==> src/rtl/uart_pkg.sv <==
// Shared UART definitions: FSM state encoding, line levels and default frame geometry.
// Used by both the receiver and the transmitter FSMs.
package uart_pkg;

  typedef enum logic [1:0] {
    IDLE  = 2'd0,
    START = 2'd1,
    DATA  = 2'd2,
    STOP  = 2'd3
  } uart_state_e;

  localparam logic IDLE_LEVEL  = 1'b1;
  localparam logic START_LEVEL = 1'b0;

  localparam int OVERSAMPLE_DEF = 16;
  localparam int DATA_BITS_DEF  = 8;

endpackage

==> src/rtl/uart_sync2.sv <==
// Two-flop synchroniser for an asynchronous input; resets to the idle (high) level.
module uart_sync2 (
  input  logic clk,
  input  logic rst,
  input  logic d,
  output logic q
);

  logic s1_r;
  logic s2_r;

  // Metastability filter chain
  always_ff @(posedge clk or posedge rst) begin
    if (rst) begin
      s1_r <= 1'b1;
      s2_r <= 1'b1;
    end else begin
      s1_r <= d;
      s2_r <= s1_r;
    end
  end

  assign q = s2_r;

endmodule

==> src/rtl/uart_rx.sv <==
// Oversampling 8N1-style UART receiver with centre sampling, framing-error and overrun flags.
// A line held low after a bad stop bit (break) is not taken as a new start until it returns high.
module uart_rx
  import uart_pkg::*;
#(
  parameter int OVERSAMPLE = OVERSAMPLE_DEF,
  parameter int DATA_BITS  = DATA_BITS_DEF
) (
  input  logic                 clk,
  input  logic                 rst,
  input  logic                 ena,
  input  logic                 rx,
  output logic [DATA_BITS-1:0] data,
  output logic                 valid,
  output logic                 framing_err,
  output logic                 overrun,
  input  logic                 ack,
  output logic                 busy
);

  localparam int TW = $clog2(OVERSAMPLE);
  localparam int BW = $clog2(DATA_BITS) + 1;
  localparam logic [TW-1:0] T_HALF = TW'(OVERSAMPLE / 2 - 1);
  localparam logic [TW-1:0] T_FULL = TW'(OVERSAMPLE - 1);
  localparam logic [BW-1:0] B_LAST = BW'(DATA_BITS - 1);

  logic                 rxs_s;
  uart_state_e          state_r, state_next_s;
  logic [TW-1:0]        tcnt_r, tcnt_next_s;
  logic [BW-1:0]        bcnt_r, bcnt_next_s;
  logic [DATA_BITS-1:0] shift_r, shift_next_s;
  logic                 armed_r, armed_next_s;
  logic                 valid_set_s;
  logic                 ferr_set_s;
  logic [DATA_BITS-1:0] data_r;
  logic                 valid_r;
  logic                 ferr_r;
  logic                 overrun_r;
  logic                 pending_r;
  logic                 busy_r;

  uart_sync2 u_sync (
    .clk (clk),
    .rst (rst),
    .d   (rx),
    .q   (rxs_s)
  );

  // Next-state, counters and shift register; only ena ticks advance the frame
  always_comb begin
    state_next_s = state_r;
    tcnt_next_s  = tcnt_r;
    bcnt_next_s  = bcnt_r;
    shift_next_s = shift_r;
    armed_next_s = armed_r | (rxs_s == IDLE_LEVEL);
    valid_set_s  = 1'b0;
    ferr_set_s   = 1'b0;
    if (ena) begin
      case (state_r)
        IDLE: begin
          if (armed_r && (rxs_s == START_LEVEL)) begin
            state_next_s = START;
            tcnt_next_s  = '0;
          end else begin
            state_next_s = IDLE;
          end
        end
        START: begin
          if (tcnt_r == T_HALF) begin
            tcnt_next_s = '0;
            bcnt_next_s = '0;
            if (rxs_s == START_LEVEL) begin
              state_next_s = DATA;
            end else begin
              state_next_s = IDLE;
            end
          end else begin
            tcnt_next_s = tcnt_r + {{(TW-1){1'b0}}, 1'b1};
          end
        end
        DATA: begin
          if (tcnt_r == T_FULL) begin
            shift_next_s = {rxs_s, shift_r[DATA_BITS-1:1]};
            tcnt_next_s  = '0;
            if (bcnt_r == B_LAST) begin
              bcnt_next_s  = '0;
              state_next_s = STOP;
            end else begin
              bcnt_next_s = bcnt_r + {{(BW-1){1'b0}}, 1'b1};
            end
          end else begin
            tcnt_next_s = tcnt_r + {{(TW-1){1'b0}}, 1'b1};
          end
        end
        STOP: begin
          if (tcnt_r == T_FULL) begin
            tcnt_next_s  = '0;
            state_next_s = IDLE;
            armed_next_s = (rxs_s == IDLE_LEVEL);
            if (rxs_s == IDLE_LEVEL) begin
              valid_set_s = 1'b1;
            end else begin
              ferr_set_s = 1'b1;
            end
          end else begin
            tcnt_next_s = tcnt_r + {{(TW-1){1'b0}}, 1'b1};
          end
        end
        default: begin
          state_next_s = IDLE;
          tcnt_next_s  = '0;
          bcnt_next_s  = '0;
        end
      endcase
    end else begin
      state_next_s = state_r;
    end
  end

  // Frame state registers
  always_ff @(posedge clk or posedge rst) begin
    if (rst) begin
      state_r <= IDLE;
      tcnt_r  <= '0;
      bcnt_r  <= '0;
      shift_r <= '0;
      armed_r <= 1'b0;
    end else begin
      state_r <= state_next_s;
      tcnt_r  <= tcnt_next_s;
      bcnt_r  <= bcnt_next_s;
      shift_r <= shift_next_s;
      armed_r <= armed_next_s;
    end
  end

  // Registered outputs; an ack coinciding with valid leaves the new byte pending
  always_ff @(posedge clk or posedge rst) begin
    if (rst) begin
      data_r    <= '0;
      valid_r   <= 1'b0;
      ferr_r    <= 1'b0;
      overrun_r <= 1'b0;
      pending_r <= 1'b0;
      busy_r    <= 1'b0;
    end else begin
      valid_r <= valid_set_s;
      ferr_r  <= ferr_set_s;
      busy_r  <= (state_next_s != IDLE);
      if (valid_set_s) begin
        data_r <= shift_r;
      end
      if (valid_r) begin
        pending_r <= 1'b1;
        if (ack) begin
          overrun_r <= 1'b0;
        end else if (pending_r) begin
          overrun_r <= 1'b1;
        end
      end else if (ack) begin
        pending_r <= 1'b0;
        overrun_r <= 1'b0;
      end
    end
  end

  assign data        = data_r;
  assign valid       = valid_r;
  assign framing_err = ferr_r;
  assign overrun     = overrun_r;
  assign busy        = busy_r;

endmodule

==> config.mk <==
export PLATFORM = sky130hd
export DESIGN_NAME = uart_rx
export DESIGN_NICKNAME = d
export VERILOG_FILES = /design/src/rtl/uart_pkg.sv /design/src/rtl/uart_sync2.sv /design/src/rtl/uart_rx.sv
export SDC_FILE = /design/constraint.sdc
export NUM_CORES = 1
export LEC_CHECK = 0
export CORE_MARGIN = 2
export CORE_UTILIZATION = 25
export DETAILED_ROUTE_END_ITERATION = 6
export GPL_ROUTABILITY_DRIVEN = 0
export SLEW_MARGIN = 20
export SYNTH_ARGS = -nofsm -noshare
export SYNTH_HDL_FRONTEND = slang
export SYNTH_SLANG_ARGS = --single-unit
==> constraint.sdc <==
create_clock -name clk -period 1.8 [get_ports clk]
set_input_delay 0.36 -clock clk [delete_from_list [all_inputs] [get_ports clk]]
set_output_delay 0.36 -clock clk [all_outputs]
set_load 0.02 [all_outputs]
Word level (Yosys, flattened, before mapping)
Cells that the tools add are included.
- register bits after elaboration: 34
- input port bits: 5
- output and inout bits: 12
- logic and storage cells: 69
- $add $sub $neg: 2
- equality and inequality tests: 9
- multiplexer cells: 32
- bitwise operators: 2
- reductions and logical operators: 11
- operators by type and width (operator ; count):
    $mux 4 ; 6
    $mux 1 ; 17
    $mux 2 ; 6
    $pmux 4 s3 ; 1
    $add 4x1->4 const B ; 2
    $eq 4x3->1 const B ; 2
    $pmux 2 s4 ; 1
    $pmux 4 s2 ; 1
    $reduce_bool 2->1 ; 4
    $ne 2x2->1 const B ; 3
    $eq 2x2->1 const B ; 2
    $eq 4x4->1 const B ; 1
    $reduce_and 2->1 ; 2
    $reduce_and 4->1 ; 1
    $reduce_and 3->1 ; 1
    $eq 2x1->1 const B ; 1
    $logic_not 2->1 ; 1
    $reduce_or 2->1 ; 1
    $logic_and 1x1->1 ; 1
    $not 1->1 ; 1
    $or 1x1->1 ; 1

Logic depth before layout (Yosys ltp)
Gate-level depths: netlist of run 1.
- depth after elaboration: 6
- depth in mapped cells: 8
- gate-level depth less buffers: 7

Modules after synthesis
From an unflattened synthesis of run 1, not the netlist that was laid out.
- cell total of the unflattened synthesis: 131
- area total of the unflattened synthesis: 1611.5 um^2
- by module, submodules not included (module ; instances ; cells an instance ; area each (um^2)):
    uart_rx ; 1 ; 128 ; 1555.2
    uart_sync2 ; 1 ; 3 ; 56.3

Worst setup path after synthesis of run 1
OpenSTA, ideal clock, no wires.
- kind: reg2reg
- from: register tcnt_r[0]
- to: register busy_r (netlist: busy)
- arrival time: 1.453 ns
- required time: 1.664 ns
- slack: 0.211 ns
- cell stages (with the launch flop): 8
- buffers on the path: 1
- clock period less this slack: 1.589 ns
- cell sequence: dfrtp_1 ha_1 and3_1 buf_6 nand2_4 nor3_2 a311oi_1 o211ai_1
- cells in the longest elaborated chain, start to end: 5
- elaborated cells between the ends (all ways): 8
- classes of those cells: 2 x eq/ne; 5 x mux; 1 x reduce/logical
- ends and longest elaborated chain (element ; line ; text):
    start: declaration ; uart_rx.sv:29 ; logic [TW-1:0] tcnt_r, tcnt_next_s;
    start signal: assignment ; uart_rx.sv:130 ; tcnt_r <= tcnt_next_s;
    $eq 4x4->1 or $eq 4x3->1 (tied branches) ; uart_rx.sv:82, uart_rx.sv:96, uart_rx.sv:69 ;
    $mux 2, on equally long branches ; uart_rx.sv:96, uart_rx.sv:69, uart_rx.sv:82 ;
    $pmux 2 s4 * ; uart_rx.sv:59 ; case (state_r)
    $mux 2 * ; uart_rx.sv:58 ; if (ena) begin
    $reduce_bool 2->1 * ; uart_rx.sv:149 ; busy_r <= (state_next_s != IDLE);
    end signal: assignment ; uart_rx.sv:149 ;
    end: declaration ; uart_rx.sv:40 ; logic busy_r;
Every way passes the cells marked *; elsewhere a longest branch is shown, timed or not.
A chain may end at the register's enable or synchronous reset.

Worst setup path in the final report of run 1
Ends and elaborated chain as after synthesis.

==> run summary, run 1 <==
outcome = finished, final reports clean
Pins Over Slew Limit = 0
multiplexer share of the synthesized area = 6.95%
clock net sink count = 34
crit-path cells = ha_1 > and3_1 > nand2_4 > nor3_2 > a311oi_2 > o211ai_1
Final Instance Area = 0.00196 sq mm
Final #Nets = 184
Sw Share = 26.5%
row cnt = 29
CP max-delay cell = dfrtp_1
adder-cell share of the synthesized area = 4.69%
dominant synthesized flop cell = dfrtp_1
DRT Pass-1 Iters = 4
Yosys cell types = 38
Layout Cells excl Fill = 251
most frequent cells in the layout = 34 x nand2_1, 31 x dfrtp_1, 16 x clkdlybuf4s50_1
Yosys top cell area share = 50.0%
chip height = 84.0 um
CP required = 1960 ps
Root Driver = clkbuf_8
Logic pwr share = 14.0%
Max transition margin = 71.2%
crit-path max cell delay = 400 ps
Final Hold Viols = 0
Final ANT Viol Nets = 0
Post-route DRC = 0
clock network fraction of total power = 35.8%
setup violators final = 0
Iter 0 DRT Violations = 22
number of antenna diodes = 0
final setup TNS = 0 ps
area grow syn2layout = 22.1%
Avg Cell Area, Syn = 10.6 sq um
via count = 1078
most common cell after layout, fill and taps aside = nand2_1
initial antenna violation count = 0
sequential power share = 50.2%
Hold WC Path Type = flip-flop to flip-flop
maxcap violations = 0
drt wl/cell = 11.6 um
FF+latch count, synth = 34
Synth Instances = 151
Starting Density = 25.5%
core area = 0.00628 sq mm
XOR/XNOR Fraction of Synth Area = 0%
total clock buffers created by CTS = 5
Pwr Density = 837 mW/mm^2
Overflow after GRT = 0
DP Cell Count = 243
NetSw = 434 uW
die width = 84.0 um
Buffers on Ports = 16
complex-gate fraction of the synthesized area = 10.2%
maximum vdd ir drop = 0.000411 V
largest family of logic cells by synthesized area = simple AND/OR/NAND/NOR gates
critical path class = flip-flop to flip-flop
Leak = 0.932 nW
CTS clk-pin slew, worst paths = 70 ps
CTS tree = done
Final Cycle Share = 93.0%
CP endpoint kind = flip-flop
Slew @ Worst Pin = 431 ps
global-route wire length before repair = 5.05 mm
Crit path max-delay family = simple AND/OR/NAND/NOR gates
Worst Path Buf+Inv = 0
DR vias/cell = 4.29
DRT Wirelength = 2.91 mm
Synthesized Nets = 162
H-tree depth reported by CTS = 2
share of layout cells above drive strength 1 = 19.5%
GRT Total Usage = 9.02%
sequential share of the synthesized area = 53.3%
DP Area = 0.00185 sq mm
Synth area leaders = dfrtp_1 50%, nand2_1 8.0%, mux2_2 6.3%, ha_1 4.7%, dfstp_2 3.3%
Critical Path Fanout Max = 6
largest net degree at the start of global routing = 35
clk_lat worst skew = 290 ps
io pins = 17
RSZ-0062 raised after global routing = false
post-synth top area cell = dfrtp_1
Max Buffers Root-to-Sink = 2
Arrival @ worst endpoint = 1830 ps
number of enable flip-flop cells after synthesis = 0
Clock Skews = 6.69 ps
Async SR Flop Fraction = 100%
Yosys warnings = 0
number of global-route vias before repair = 1047
Worst Setup Start Kind = flip-flop
synthesized area = 0.00160 sq mm
Power Internal = 1.20 mW
Die Area = 0.00706 sq mm
post-synthesis simple-gate area fraction = 20.2%
DP HPWL = 2.02 mm
Max Freq = 0.597 GHz
fill count = 635
Final min period = 1670 ps
## layout make-up
cell class	instances	area [sq um]	area share, %
Multi-Input combinational cell	103	686	35.1
Tap cell	77	96.3	4.93
Sequential cell	34	855	43.7
Timing Repair Buffer	20	190	9.72
Inverter	9	33.8	1.73
Clock buffer	6	82.6	4.22
Clock inverter	2	12.5	0.640
## metal layers
metal	vias up	share of wire (%)	global-route usage, %
met5	-	0	0
met4	0	1.8	4.40
met3	5	2.4	2.67
met2	10	47	13.7
met1	511	49	11.7
li1	552	-	-
## path summary, 6_finish.rpt
check,start,to,slack (ps),cells past startpoint
min in group asynchronous,rst,overrun$_DFFE_PP0P_,460,3
max in group asynchronous,rst,u_sync.s1_r$_DFF_PP1_,990,3
setup reg to reg,tcnt_r[0]$_DFFE_PP0P_,busy$_DFF_PP0_,130,6
hold / removal,u_sync.s1_r$_DFF_PP1_,u_sync.q$_DFF_PP1_,360,0
setup / recovery,tcnt_r[0]$_DFFE_PP0P_,busy$_DFF_PP0_,130,6
hold reg to reg,u_sync.s1_r$_DFF_PP1_,u_sync.q$_DFF_PP1_,360,0
## cell usage after synthesis, types with 2 or more instances
master / instances
nand3_1: 5
buf_4: 2
o21ai_1: 5
o21ai_0: 6
dfstp_2: 2
buf_6: 2
dfrtp_1: 32
mux2_2: 9
nor3_2: 2
inv_1: 8
nand2_1: 34
ha_1: 6
a21o_1: 2
a21oi_1: 5
nor2_1: 8
## flip-flops by register name, indices dropped and copies added (netlist names)
name and flops:
shift_r 8, u_sync.s1_r 1, state_r 2, data 8
overrun 1, framing_err 1, u_sync.q 1, armed_r 1
valid 1, pending_r 1, busy 1, tcnt_r 4
bcnt_r 4
## metrics by stage
| step | util [%] | setup WS, ps | power [mW] | hold slack (ps) |
|---|---|---|---|---|
| 2_1_floorplan | - | 211 | 0.988 | 345 |
| 5_1_grt | 31.2 | 0.186 | 1.73 | 362 |
| 4_1_cts | 30.9 | 57.6 | 1.65 | 357 |
| 3_5_place_dp | 29.4 | 33.1 | 1.05 | 347 |
| 3_3_place_gp | 29.4 | 71.5 | 1.06 | 347 |
| 6_report | 31.2 | 126 | 1.64 | 356 |
## timing repair
| action | 4_1_cts | 5_1_grt |
|---|---|---|
| endpoints found under the setup margin | 0 | 4 |
| gates resized for setup | 0 | 4 |
| buffers inserted | 0 | 0 |
| hold buffers | 0 | 0 |
## power groups by stage
stage | registers (mW) | logic [mW] | clock network [mW]
after floorplan | 0.835 | 0.152 | 0
after global placement | 0.832 | 0.226 | 0
after detailed placement | 0.834 | 0.218 | 0
after CTS | 0.819 | 0.222 | 0.611
after global routing | 0.827 | 0.259 | 0.644
final | 0.821 | 0.229 | 0.586
## cell families after synthesis
family / Yosys count
buf+inv: 14
compound gates: 26
flops: 34
simple gates: 61
fa+ha+maj: 6
mux: 10
Note: power is estimated with default switching activity, not from simulation.
==> inputs of run 2 (changes only) <==
--- a/config.mk
+++ b/config.mk
@@ -5,10 +5,10 @@
 export SDC_FILE = /design/constraint.sdc
 export NUM_CORES = 1
 export LEC_CHECK = 0
-export CORE_MARGIN = 2
-export CORE_UTILIZATION = 25
+export CORE_UTILIZATION = 50
 export DETAILED_ROUTE_END_ITERATION = 6
 export GPL_ROUTABILITY_DRIVEN = 0
+export PLACE_DENSITY = 0.72
 export SLEW_MARGIN = 20
 export SYNTH_ARGS = -nofsm -noshare
 export SYNTH_HDL_FRONTEND = slang
==> run 2 against run 1 <==
  * Die area fell by 51%
  * Clock power up 24%
  * Core utilization is 33 points higher
  * Maximum frequency down 1.4%
  * Register-to-register slack worse by 20 ps
  * Critical endpoint is now valid
  * Via count grew 8.1%
  * Non-clock buffer count up 1
  * Critical path type is now flip-flop to output port
  * Total power increased by 8.8%
==> run summary, run 2 (same netlist as run 1, synthesis figures left out) <==
setup violators final = 0 (unchanged)
DP HPWL = 1.98 mm (-1.8%)
hold buffers post-CTS = 0 (unchanged)
Pins Over Slew Limit = 0 (unchanged)
Final min period = 1700 ps (+23.0 ps)
CTS clk-pin slew, worst paths = 110 ps (+40 ps)
CP max-delay cell = clkdlybuf4s50_1
Buffers on Ports = 16 (unchanged)
most common cell after layout, fill and taps aside = nand2_1
Max Buffers Root-to-Sink = 2 (unchanged)
Max transition margin = 75.3% (+4.1 points)
CP required = 1440 ps (-520 ps)
DRT Pass-1 Iters = 4 (unchanged)
Die Area = 0.00343 sq mm (-51%)
row cnt = 20 (-31%)
core area = 0.00305 sq mm (-51%)
PostCTS Resize Cnt = 0 (unchanged)
Iter 0 DRT Violations = 66 (+200%)
Pwr Density = 916 mW/mm^2 (+9.4%)
clk_lat worst skew = 340 ps (+50 ps)
clock net sink count = 34 (unchanged)
Seq. cell area = 853 sq um (-0.15%)
Final Instance Area = 0.00194 sq mm (-0.58%)
crit-path cells = clkdlybuf4s50_1
largest net degree at the start of global routing = 35 (unchanged)
fill count = 255 (-60%)
Crit path max-delay family = buffers and inverters
H-tree depth reported by CTS = 2 (unchanged)
Overflow after GRT = 0 (unchanged)
Post-route DRC = 0 (unchanged)
Final Hold Viols = 0 (unchanged)
initial antenna violation count = 0 (unchanged)
drt wl/cell = 12.9 um (+11%)
via count = 1165 (+8.1%)
post-CTS setup buffer count = 0 (unchanged)
Clock Skews = 11.6 ps (+4.93 ps)
Final #Nets = 185 (+0.54%)
final setup TNS = 0 ps (unchanged)
Tot Pwr = 1.78 mW (+8.8%)
share of layout cells above drive strength 1 = 18.9% (-0.68 points)
worst slack at placement = 55.4 ps (+22.3 ps)
hold slack = 344 ps (-11.3 ps)
DR vias/cell = 5.32 (+24%)
outcome = finished, final reports clean
most frequent cells in the layout = 34 x nand2_1, 32 x dfrtp_1, 16 x clkdlybuf4s50_1
CP endpoint kind = output port
DP Area = 0.00182 sq mm (-1.2%)
area grow syn2layout = 21.4%
PnR worst setup slack = 103 ps (-23.0 ps)
Root Driver = clkbuf_4
Final ANT Viol Nets = 0 (unchanged)
maximum vdd ir drop = 0.000372 V (-9.5%)
global-route wire length before repair = 4.69 mm (-7.2%)
GRT Total Usage = 18.5% (+9.5 points)
crit-path max cell delay = 610 ps (+210 ps)
critical path class = flip-flop to output port
CTS tree = done
Final Cycle Share = 94.3% (+1.3 points)
total clock buffers created by CTS = 5 (unchanged)
Critical Path Fanout Max = 3 (-3)
Worst Path Buf+Inv = 1 (+1)
number of antenna diodes = 0 (unchanged)
chip height = 58.6 um (-30%)
Hold WC Path Type = input port to async pin
Arrival @ worst endpoint = 1340 ps (-490 ps)
multi-input logic area = 681 sq um (-0.73%)
Starting Density = 52.5% (+27 points)
Leak = 0.953 nW (+2.3%)
Max Freq = 0.589 GHz (-1.4%)
io pins = 17 (unchanged)
DRT Wirelength = 2.83 mm (-2.8%)
number of global-route vias before repair = 1077 (+2.9%)
die width = 58.6 um (-30%)
Worst Setup Start Kind = flip-flop
Slew @ Worst Pin = 370 ps (-61.5 ps)
maxcap violations = 0 (unchanged)
==> run 2: layout make-up <==
| class | count | share of cell area [%] |
|---|---|---|
| Timing Repair Buffer | 21 | 10.8 |
| Inverter | 9 | 1.74 |
| Clock buffer | 6 | 2.64 |
| Tap cell | 44 | 2.83 |
| Sequential cell | 34 | 43.9 |
| Clock inverter | 2 | 3.09 |
| Multi-Input combinational cell | 103 | 35.0 |
==> run 2: final timing paths <==
path | from | endpoint | slack (ps) | cells past startpoint
min in group clk | u_sync.s1_r$_DFF_PP1_ | u_sync.q$_DFF_PP1_ | 360 | 0
worst min-delay path | rst | valid$_DFF_PP0_ | 340 | 3
worst max-delay path | valid$_DFF_PP0_ | valid | 100 | 1
max in group asynchronous | rst | u_sync.q$_DFF_PP1_ | 1210 | 3
worst min register to register | u_sync.s1_r$_DFF_PP1_ | u_sync.q$_DFF_PP1_ | 360 | 0
worst max register to register | state_r[1]$_DFF_PP0_ | tcnt_r[3]$_DFFE_PP0P_ | 110 | 7
==> run 2: per-layer routing <==
layer	share of wire, %	global-route usage (%)	vias to the layer above
li1	-	-	552
met1	45	22.9	570
met2	48	30.0	36
met3	5.8	5.93	7
met4	1.8	7.82	0
met5	0	0	-
==> run 2: where the power goes <==
part | internal (mW) | leakage, nW | switching, mW | total [mW]
logic | 0.106 | 0.436 | 0.130 | 0.236
registers | 0.793 | 0.459 | 0.0243 | 0.817
clock network | 0.470 | 0.0585 | 0.258 | 0.728
total | 1.37 | 0.953 | 0.412 | 1.78
==> run 2: through the flow <==
step                      std cells  util, %
after floorplan                 151        -
after global placement          211     59.8
after detailed placement        211     59.8
after CTS                       219     63.4
after global routing            219     63.7
final                           219     63.7
==> inputs of run 3 (changes only) <==
--- a/config.mk
+++ b/config.mk
@@ -5,10 +5,12 @@
 export SDC_FILE = /design/constraint.sdc
 export NUM_CORES = 1
 export LEC_CHECK = 0
-export CORE_UTILIZATION = 50
+export CELL_PAD_IN_SITES_DETAIL_PLACEMENT = 0
+export CELL_PAD_IN_SITES_GLOBAL_PLACEMENT = 1
+export CORE_UTILIZATION = 43
 export DETAILED_ROUTE_END_ITERATION = 6
 export GPL_ROUTABILITY_DRIVEN = 0
-export PLACE_DENSITY = 0.72
+export PLACE_DENSITY_LB_ADDON = 0.1
 export SLEW_MARGIN = 20
 export SYNTH_ARGS = -nofsm -noshare
 export SYNTH_HDL_FRONTEND = slang
==> run 3 against run 2 <==
  * Global-route usage decreased by 1.5 points
  * Hold slack improved by 13 ps
  * Total power fell by 0.21%
  * Flip-flop and latch count unchanged
  * Combinational power is essentially flat
  * Largest cell class unchanged
==> run summary, run 3 (same netlist as run 1, synthesis figures left out) <==
Seq. cell area = 853 sq um (unchanged)
final setup TNS = 0 ps (unchanged)
Leak = 0.949 nW (-0.42%)
hold buffers post-CTS = 0 (unchanged)
Buffers on Ports = 16 (unchanged)
Final Cycle Share = 93.5% (-0.76 points)
Worst Path Buf+Inv = 2 (+1)
multi-input logic area = 697 sq um (+2.4%)
PostCTS Resize Cnt = 0 (unchanged)
crit-path cells = inv_1 > ha_1 > buf_4 > nand2_4 > nor3_2 > a311oi_2 > o211ai_1
Post-route DRC = 0 (unchanged)
DR vias/cell = 5.14 (-3.5%)
global-route wire length before repair = 5.12 mm (+9.3%)
Slew @ Worst Pin = 419 ps (+49.3 ps)
Worst Setup Start Kind = flip-flop
Clock Skews = 3.59 ps (-8.03 ps)
fill count = 309 (+21%)
Iter 0 DRT Violations = 37 (-44%)
Overflow after GRT = 0 (unchanged)
io pins = 17 (unchanged)
post-CTS setup buffer count = 0 (unchanged)
chip height = 63.0 um (+7.6%)
Final Instance Area = 0.00196 sq mm (+0.58%)
Final Hold Viols = 0 (unchanged)
number of global-route vias before repair = 1141 (+5.9%)
highest metal used = met4
DP Area = 0.00181 sq mm (-0.55%)
CP required = 1950 ps (+510 ps)
hold slack = 357 ps (+12.9 ps)
number of antenna diodes = 0 (unchanged)
maxcap violations = 0 (unchanged)
Arrival @ worst endpoint = 1840 ps (+500 ps)
maximum vdd ir drop = 0.000487 V (+31%)
R2R cell count = 7 (unchanged)
clock net sink count = 34 (unchanged)
Critical Path Stages = 7 (+6)
drt wl/cell = 13.2 um (+2.4%)
Layout Utilization = 56.8% (-6.9 points)
clk_lat worst skew = 290 ps (-50 ps)
DRT Wirelength = 2.93 mm (+3.4%)
Max Buffers Root-to-Sink = 2 (unchanged)
DP HPWL = 2.10 mm (+5.6%)
CP endpoint kind = flip-flop
hold depth = 0
critical path class = flip-flop to flip-flop
crit-path max cell delay = 440 ps (-170 ps)
Final ANT Viol Nets = 0 (unchanged)
WL met2 = 1.39 mm (+2.8%)
Pwr Density = 909 mW/mm^2 (-0.79%)
most frequent cells in the layout = 33 x nand2_1, 32 x dfrtp_1, 16 x clkdlybuf4s50_1
DRT met1 WL = 1.38 mm (+9.3%)
Final min period = 1680 ps (-13.6 ps)
H-tree depth reported by CTS = 2 (unchanged)
RSZ-0062 raised after global routing = true
Starting Density = 46.5% (-5.9 points)
Crit path max-delay family = flip-flops
CP max-delay cell = dfrtp_1
CTS clk-pin slew, worst paths = 70 ps (-40 ps)
Final #Nets = 185 (unchanged)
Root Driver = clkbuf_8
initial antenna violation count = 0 (unchanged)
outcome = finished, final reports clean
die width = 63.0 um (+7.6%)
Tot Pwr = 1.78 mW (-0.21%)
Max transition margin = 72.1% (-3.3 points)
PnR worst setup slack = 117 ps (+13.6 ps)
area grow syn2layout = 22.1%
Critical Path Fanout Max = 8 (+5)
setup violators final = 0 (unchanged)
Max Freq = 0.594 GHz (+0.81%)
row cnt = 21 (+5.0%)
GRT Total Usage = 17.1% (-1.5 points)
largest net degree at the start of global routing = 35 (unchanged)
Pins Over Slew Limit = 0 (unchanged)
DP Cell Count = 213 (+0.95%)
Die Area = 0.00397 sq mm (+16%)
core area = 0.00344 sq mm (+13%)
most common cell after layout, fill and taps aside = nand2_1
CTS tree = done
share of layout cells above drive strength 1 = 20.6% (+1.7 points)
DRT Pass-1 Iters = 4 (unchanged)
via count = 1135 (-2.6%)
Hold WC Path Type = flip-flop to flip-flop
total clock buffers created by CTS = 5 (unchanged)
worst slack at placement = 56.2 ps (+0.754 ps)
Layout Cells excl Fill = 221 (+0.91%)
routed wl met3 = 119 um (-27%)
[run 3: area by class of cell]
| class | instances | area share [%] |
|---|---|---|
| Clock inverter | 1 | 1.54 |
| Multi-Input combinational cell | 103 | 35.6 |
| Sequential cell | 34 | 43.6 |
| Inverter | 9 | 1.73 |
| Clock buffer | 7 | 4.41 |
| Tap cell | 46 | 2.94 |
| Timing Repair Buffer | 21 | 10.1 |
[run 3: worst paths after layout]
| path | from | to | slack (ps) |
|---|---|---|---|
| hold / removal | u_sync.s1_r$_DFF_PP1_ | u_sync.q$_DFF_PP1_ | 360 |
| setup reg to reg | state_r[0]$_DFF_PP0_ | busy$_DFF_PP0_ | 120 |
| min in group asynchronous | rst | state_r[0]$_DFF_PP0_ | 460 |
| hold reg to reg | u_sync.s1_r$_DFF_PP1_ | u_sync.q$_DFF_PP1_ | 360 |
| max in group asynchronous | rst | u_sync.q$_DFF_PP1_ | 1000 |
| setup / recovery | state_r[0]$_DFF_PP0_ | busy$_DFF_PP0_ | 120 |
[run 3: where the power goes]
part	switching [mW]	internal, mW
Combinational	0.132	0.105
Sequential	0.0255	0.793
Clock	0.269	0.451
[run 3: worst register-to-register path, delay by kind of cell (launching register included)]
family	cells	cell delay, ps
and+or+nand+nor	2	130
AOI/OAI and AO/OA	2	440
adders and majority gates	1	240
DFF	1	440
buffers and inverters	2	290
[run 3: layer usage]
layer / vias up / GRT usage [%]
met5: - / 0
li1: 556 / -
met1: 556 / 20.2
met3: 5 / 6.57
met4: 0 / 4.36
met2: 18 / 28.8
